<file path="config.mk">
export PLATFORM = sky130hd
export DESIGN_NAME = window_linebuffer_flat
export DESIGN_NICKNAME = d
export VERILOG_FILES = /design/src/rtl/window_linebuffer_if.sv /design/src/rtl/window_linebuffer.sv /design/src/flat_wrapper.sv
export SDC_FILE = /design/constraint.sdc
export NUM_CORES = 2
export LEC_CHECK = 0
export CELL_PAD_IN_SITES_DETAIL_PLACEMENT = 0
export CELL_PAD_IN_SITES_GLOBAL_PLACEMENT = 1
export CORE_ASPECT_RATIO = 1.25
export CORE_MARGIN = 2
export CORE_UTILIZATION = 30
export CTS_CLUSTER_SIZE = 8
export DETAILED_ROUTE_END_ITERATION = 16
export DONT_BUFFER_PORTS = 1
export GPL_ROUTABILITY_DRIVEN = 0
export PLACE_DENSITY = 0.5
export SLEW_MARGIN = 30
export SYNTH_ARGS = -nofsm -noshare
export SYNTH_HDL_FRONTEND = slang
export SYNTH_SLANG_ARGS = --single-unit
</file>
<file path="constraint.sdc">
create_clock -name clk -period 33.1 [get_ports clk]
set_clock_uncertainty 0.15 [all_clocks]
set_input_delay 8.275 -clock clk [delete_from_list [all_inputs] [get_ports clk]]
set_output_delay 8.275 -clock clk [all_outputs]
set_load 0.02 [all_outputs]
</file>
<file path="src/rtl/window_linebuffer_if.sv">
// Pixel-stream input and flat-window output bundle for window_linebuffer.
// The slave side is the line buffer; the master side is the pixel producer / window consumer.
interface window_linebuffer_if #(
    parameter int unsigned KSIZE = 9,
    parameter int unsigned PW    = 7
);
    logic                      in_valid;
    logic [PW-1:0]             in_data;
    logic                      in_sof;
    logic                      win_valid;
    logic [KSIZE*KSIZE*PW-1:0] win_data;
    logic [9:0]                win_row;
    logic [9:0]                win_col;
    logic                      frame_done;

    modport master (
        output in_valid, in_data, in_sof,
        input  win_valid, win_data, win_row, win_col, frame_done
    );

    modport slave (
        input  in_valid, in_data, in_sof,
        output win_valid, win_data, win_row, win_col, frame_done
    );
endinterface

</file>
<file path="src/rtl/window_linebuffer.sv">
// Raster-order line buffer producing every complete KSIZE x KSIZE window as a flat bus,
// one registered window per accepted pixel once the window lies fully inside the frame.
module window_linebuffer #(
    parameter int unsigned IMG_W = 28,
    parameter int unsigned IMG_H = 28,
    parameter int unsigned KSIZE = 9,
    parameter int unsigned PW    = 7
) (
    input logic                clk,
    input logic                rst,
    window_linebuffer_if.slave io_win
);
    localparam int unsigned CW      = (IMG_W > 1) ? $clog2(IMG_W) : 1;
    localparam int unsigned DW      = KSIZE * KSIZE * PW;
    localparam logic [9:0]  LastCol = 10'(IMG_W - 1);
    localparam logic [9:0]  LastRow = 10'(IMG_H - 1);
    localparam logic [9:0]  KMinus1 = 10'(KSIZE - 1);

    logic          w_acc;
    logic          w_sof;
    logic [9:0]    r_row;
    logic [9:0]    r_col;
    logic [9:0]    w_row;
    logic [9:0]    w_col;
    logic [9:0]    w_row_nxt;
    logic [9:0]    w_col_nxt;
    logic          w_last_col;
    logic          w_last_row;
    logic          w_win_ok;
    logic [CW-1:0] w_idx;

    logic [PW-1:0] r_lb      [KSIZE-1][IMG_W];
    logic [PW-1:0] w_lb_rd   [KSIZE-1];
    logic [PW-1:0] r_win     [KSIZE][KSIZE];
    logic [PW-1:0] w_win_nxt [KSIZE][KSIZE];
    logic [DW-1:0] w_win_flat;

    logic          r_win_valid;
    logic          r_frame_done;
    logic [DW-1:0] r_win_data;
    logic [9:0]    r_win_row;
    logic [9:0]    r_win_col;

    // A qualified start-of-frame overrides the running position for this pixel only.
    assign w_acc      = io_win.in_valid;
    assign w_sof      = io_win.in_valid & io_win.in_sof;
    assign w_row      = w_sof ? '0 : r_row;
    assign w_col      = w_sof ? '0 : r_col;
    assign w_idx      = w_col[CW-1:0];
    assign w_last_col = (w_col == LastCol);
    assign w_last_row = (w_row == LastRow);
    assign w_win_ok   = (w_row >= KMinus1) && (w_col >= KMinus1);

    always_comb begin
        w_row_nxt = w_row;
        w_col_nxt = w_col + 10'd1;
        if (w_last_col) begin
            w_col_nxt = '0;
            w_row_nxt = w_last_row ? '0 : w_row + 10'd1;
        end
    end

    always_ff @(posedge clk or posedge rst) begin
        if (rst) begin
            r_row <= '0;
            r_col <= '0;
        end else if (w_acc) begin
            r_row <= w_row_nxt;
            r_col <= w_col_nxt;
        end
    end

    // Buffer k at column c holds pixel(r-1-k, c); reads see the pre-write contents.
    always_comb begin
        for (int k = 0; k < int'(KSIZE) - 1; k++) begin
            w_lb_rd[k] = r_lb[k][w_idx];
        end
    end

    always_ff @(posedge clk) begin
        if (w_acc) begin
            r_lb[0][w_idx] <= io_win.in_data;
            for (int k = 1; k < int'(KSIZE) - 1; k++) begin
                r_lb[k][w_idx] <= w_lb_rd[k-1];
            end
        end
    end

    // Shift left; new right column is oldest buffered row at top, incoming pixel at bottom.
    always_comb begin
        for (int i = 0; i < int'(KSIZE); i++) begin
            for (int j = 0; j < int'(KSIZE) - 1; j++) begin
                w_win_nxt[i][j] = r_win[i][j+1];
            end
        end
        for (int i = 0; i < int'(KSIZE) - 1; i++) begin
            w_win_nxt[i][KSIZE-1] = w_lb_rd[int'(KSIZE) - 2 - i];
        end
        w_win_nxt[KSIZE-1][KSIZE-1] = io_win.in_data;
    end

    always_comb begin
        w_win_flat = '0;
        for (int i = 0; i < int'(KSIZE); i++) begin
            for (int j = 0; j < int'(KSIZE); j++) begin
                w_win_flat[PW*(int'(KSIZE)*i+j) +: PW] = w_win_nxt[i][j];
            end
        end
    end

    always_ff @(posedge clk) begin
        if (w_acc) begin
            r_win <= w_win_nxt;
        end
    end

    always_ff @(posedge clk or posedge rst) begin
        if (rst) begin
            r_win_valid  <= 1'b0;
            r_frame_done <= 1'b0;
            r_win_data   <= '0;
            r_win_row    <= '0;
            r_win_col    <= '0;
        end else begin
            r_win_valid  <= w_acc & w_win_ok;
            r_frame_done <= w_acc & w_last_row & w_last_col;
            if (w_acc && w_win_ok) begin
                r_win_data <= w_win_flat;
                r_win_row  <= w_row - KMinus1;
                r_win_col  <= w_col - KMinus1;
            end
        end
    end

    assign io_win.win_valid  = r_win_valid;
    assign io_win.frame_done = r_frame_done;
    assign io_win.win_data   = r_win_data;
    assign io_win.win_row    = r_win_row;
    assign io_win.win_col    = r_win_col;
endmodule

</file>
<file path="src/flat_wrapper.sv">
// flat-port wrapper written by rule: the top's interface ports become plain ports
module window_linebuffer_flat 
#(
    parameter int unsigned IMG_W = 28,
    parameter int unsigned IMG_H = 28,
    parameter int unsigned KSIZE = 9,
    parameter int unsigned PW    = 7
)
  (clk, rst, io_win_in_valid, io_win_in_data, io_win_in_sof, io_win_win_valid, io_win_win_data, io_win_win_row, io_win_win_col, io_win_frame_done);
  window_linebuffer_if #(.KSIZE(KSIZE), .PW(PW)) io_win_i ();
  input logic clk;
  input logic rst;
  input wire logic [$bits(io_win_i.in_valid)-1:0] io_win_in_valid;
  input wire logic [$bits(io_win_i.in_data)-1:0] io_win_in_data;
  input wire logic [$bits(io_win_i.in_sof)-1:0] io_win_in_sof;
  output wire logic [$bits(io_win_i.win_valid)-1:0] io_win_win_valid;
  output wire logic [$bits(io_win_i.win_data)-1:0] io_win_win_data;
  output wire logic [$bits(io_win_i.win_row)-1:0] io_win_win_row;
  output wire logic [$bits(io_win_i.win_col)-1:0] io_win_win_col;
  output wire logic [$bits(io_win_i.frame_done)-1:0] io_win_frame_done;
  assign io_win_i.in_valid = io_win_in_valid;
  assign io_win_i.in_data = io_win_in_data;
  assign io_win_i.in_sof = io_win_in_sof;
  assign io_win_win_valid = io_win_i.win_valid;
  assign io_win_win_data = io_win_i.win_data;
  assign io_win_win_row = io_win_i.win_row;
  assign io_win_win_col = io_win_i.win_col;
  assign io_win_frame_done = io_win_i.frame_done;
  window_linebuffer #(.IMG_W(IMG_W), .IMG_H(IMG_H), .KSIZE(KSIZE), .PW(PW)) u_core (.clk(clk), .rst(rst), .io_win(io_win_i));
endmodule
</file>
==> flow_summary.toml <==
[global_routing]
grt_use_total_pct = 18.6
grt_pass1_wl_mm = 467
grt_pass1_vias = 60229
grt_max_degree = 199
grt_antenna_before_repair = 10
grt-ovfl-total = 0

[clocking]
clk_latency_ns = 0.91
clockBufferDepth = 4
cts_resized = 0
htree_levels = 5
cts.reportedPaths.clkPinSlew_ns = 0.05
cts_hold_buf = 0
cts_tree = "done"
clockRootBuffer = "clkbuf_16"
numCtsBuffers = 377
clock-sinks = 2681
cts_setup_buffers = 0

[cells_and_area]
nFillCells = 32579
final_cells = 11965
syn_to_final_growth_pct = 15.8
seq_area_sq_mm = 0.0775
multi_input_area_sq_mm = 0.0228
nNetsFinal = 7232
drive_gt1_share_pct = 11.0

[routing]
vias = 59713
drt_first_iter_violations = 4978
postRouteAntennaNets = 0
firstDrtPassIters = 6
drc = 0
routed_wl_mm = 330
post_drt_via_cell_ratio = 4.99
wire_per_inst_microns = 27.6

[synthesis]
synthFlopType = "edfxtp_1"
synth.top_cell.area_share_pct = 60.7
synth_area_leader_cell = "edfxtp_1"
syn_area_sq_mm = 0.102
synthTopCellsByArea = "edfxtp_1 61%, dfrtp_1 15%, nand2_1 6.5%"
synth_edf_count = 2072
synthTopCellsByCount = "2072 x edfxtp_1, 1766 x nand2_1, 609 x dfrtp_1"
avgSynthCellArea_sq_um = 14.4
yosysUniqueCellTypes = 85
synthArstFlopShare_pct = 22.7
synth_most_common_cell = "edfxtp_1"
ys_warn_count = 0
ys_seq_area_share_pct = 75.6
syn-num-nets = 7153
synth_seq_cells = 2681
netlist_instances = 7136

[timing]
slew_headroom_pct = 33.0
final.setup.tns_ns = 0
hold_viol = 0
setup_violations = 0
fin_crit_ns = 12.79
drv_slew = 0
worst_pin_slew_ns = 1.01
fmax_ghz = 0.0782
period_share_pct = 38.6
rsz0062_at_grt = "no"

[critical_path]
crit_top_cell = "buf_4"
r2r_setup_slack_ns = 27.98
worst_setup_path_start_kind = "input pin"
cp.required_ns = 33.51
worstPathCellList = "buf_16 > buf_16 > and2_4 > buf_4 > buf_4 > buf_4 > or3_1 > o21ai_0 > a222oi_1 > o31ai_1 > nor2_4"
criticalPathCategory = "in -> reg"
cp_max_fo = 112
cp-end-kind = "flip-flop"
path_buf_inv = 5
cpPeakStageDelay_ns = 0.70
slowest_stage = "nor2_4"
worstPathArrival_ns = 13.20
crit_family = "buffers and inverters"

[floorplanning]
num_rows = 239
ioPinCount = 600
die_width_microns = 527
dieArea_sq_mm = 0.346
die_h_microns = 657
start_util_pct = 30.2
coreArea_sq_mm = 0.339

[placed_design]
dp_hpwl_mm = 186
dp.cells = 11288
port_buffers = 0

[power_and_ir_drop]
p_per_area_mw_per_mm2 = 87.8
peakVddDrop_mv = 0.0408
p_leak_nw = 43.7

[hold_path]
hp-class = "reg -> reg"

[flow_run]
maxCapViolCount = 0

[status]
status = "finished clean"
==> metrics by stage <==
step           setup WS (ns)  hold slack [ns]  util, %  power [W]  cell area [sq um]
2_1_floorplan           7.62            0.265        -    0.00601             102000
4_1_cts                20.07            0.258     34.9     0.0106             118000
3_5_place_dp           19.11            0.271     31.7    0.00695             108000
6_report               20.31            0.260     34.9     0.0104             119000
5_1_grt                20.10            0.276     34.9     0.0109             119000
3_3_place_gp           19.66            0.268     31.6    0.00689             107000
==> logic make-up after synthesis <==
logic type,after synthesis,synth area share (%)
DFF,2681,75.6
and+or+nand+nor,2355,9.26
AOI/OAI and AO/OA,1180,8.38
buffers and inverters,512,2.56
muxes,394,4.03
xor gates and xnor gates,8,0.0684
adders and majority gates,6,0.0733
==> layout make-up <==
cell class | instances | share of cell area, %
Clock inverter | 18 | 0.209
Sequential cell | 2681 | 65.3
Antenna cell | 3 | 0.00633
Tap cell | 4458 | 4.70
Inverter | 50 | 0.186
Multi-Input combinational cell | 3943 | 19.3
Clock buffer | 650 | 8.92
Timing Repair Buffer | 162 | 1.40
==> worst paths after layout <==
| path | cells after the start | to | from |
|---|---|---|---|
| setup / recovery | 11 | u_core.r_lb[1][543] | io_win_in_valid |
| hold / removal | 0 | u_core.r_win[27] | u_core.r_win[20] |
| setup reg to reg | 7 | u_core.r_lb[1][535] | u_core.r_col[0] |
| hold reg to reg | 0 | u_core.r_win[27] | u_core.r_win[20] |
| max in group asynchronous | 5 | u_core.io_win.win_data[487] | rst |
| min in group asynchronous | 1 | u_core.io_win.win_data[259] | rst |
==> flip-flops by register name (all words and copies together) (netlist names) <==
register and cells:
u_core.r_col 10, u_core.r_win 504, u_core.io_win.win_valid 1, u_core.io_win.win_data 567
u_core.io_win.frame_done 1, u_core.io_win.win_col 10, u_core.r_row 10, u_core.io_win.win_row 10
u_core.r_lb 1568
==> layer usage <==
metal	track usage, %	routed length, microns
met4	4.36	7090
met1	23.6	138000
met2	31.4	161000
met3	4.94	24600
met5	0	0
==> cell usage in the layout (no fill, tap or decap), drive strengths merged, types with 19 or more instances in the layout <==
| cell | count |
|---|---|
| a211oi | 28 |
| a21oi | 267 |
| a221o | 68 |
| a221oi | 73 |
| a222oi | 31 |
| a2bb2oi | 35 |
| a31oi | 20 |
| buf | 162 |
| clkbuf | 650 |
| dfrtp | 609 |
| edfxtp | 2072 |
| inv | 58 |
| mux2 | 117 |
| mux2i | 274 |
| nand2 | 1770 |
| nand2b | 74 |
| nor2 | 347 |
| nor2b | 19 |
| nor3 | 29 |
| o211ai | 51 |
| o21ai | 135 |
| o221ai | 71 |
| o22a | 38 |
| o22ai | 162 |
| o311a | 41 |
| o31ai | 82 |
| or3 | 58 |
==> report_power, final <==
group          total (W)  switching, W  internal, W
combinational    0.00154       0.00114     0.000402
sequential       0.00529      0.000849      0.00445
clock            0.00358       0.00143      0.00215
total             0.0104       0.00342      0.00699
==> worst reg2reg max path, stage by stage, from the launching register on <==
cell	delay, ns
dfrtp_4	0.86
a21bo_4	0.32
inv_2	0.71
ha_1	0.39
nand2_1	0.45
nor2_4	0.74
buf_4	0.52
buf_4	0.56
Note: power is estimated with default switching activity, not from simulation.
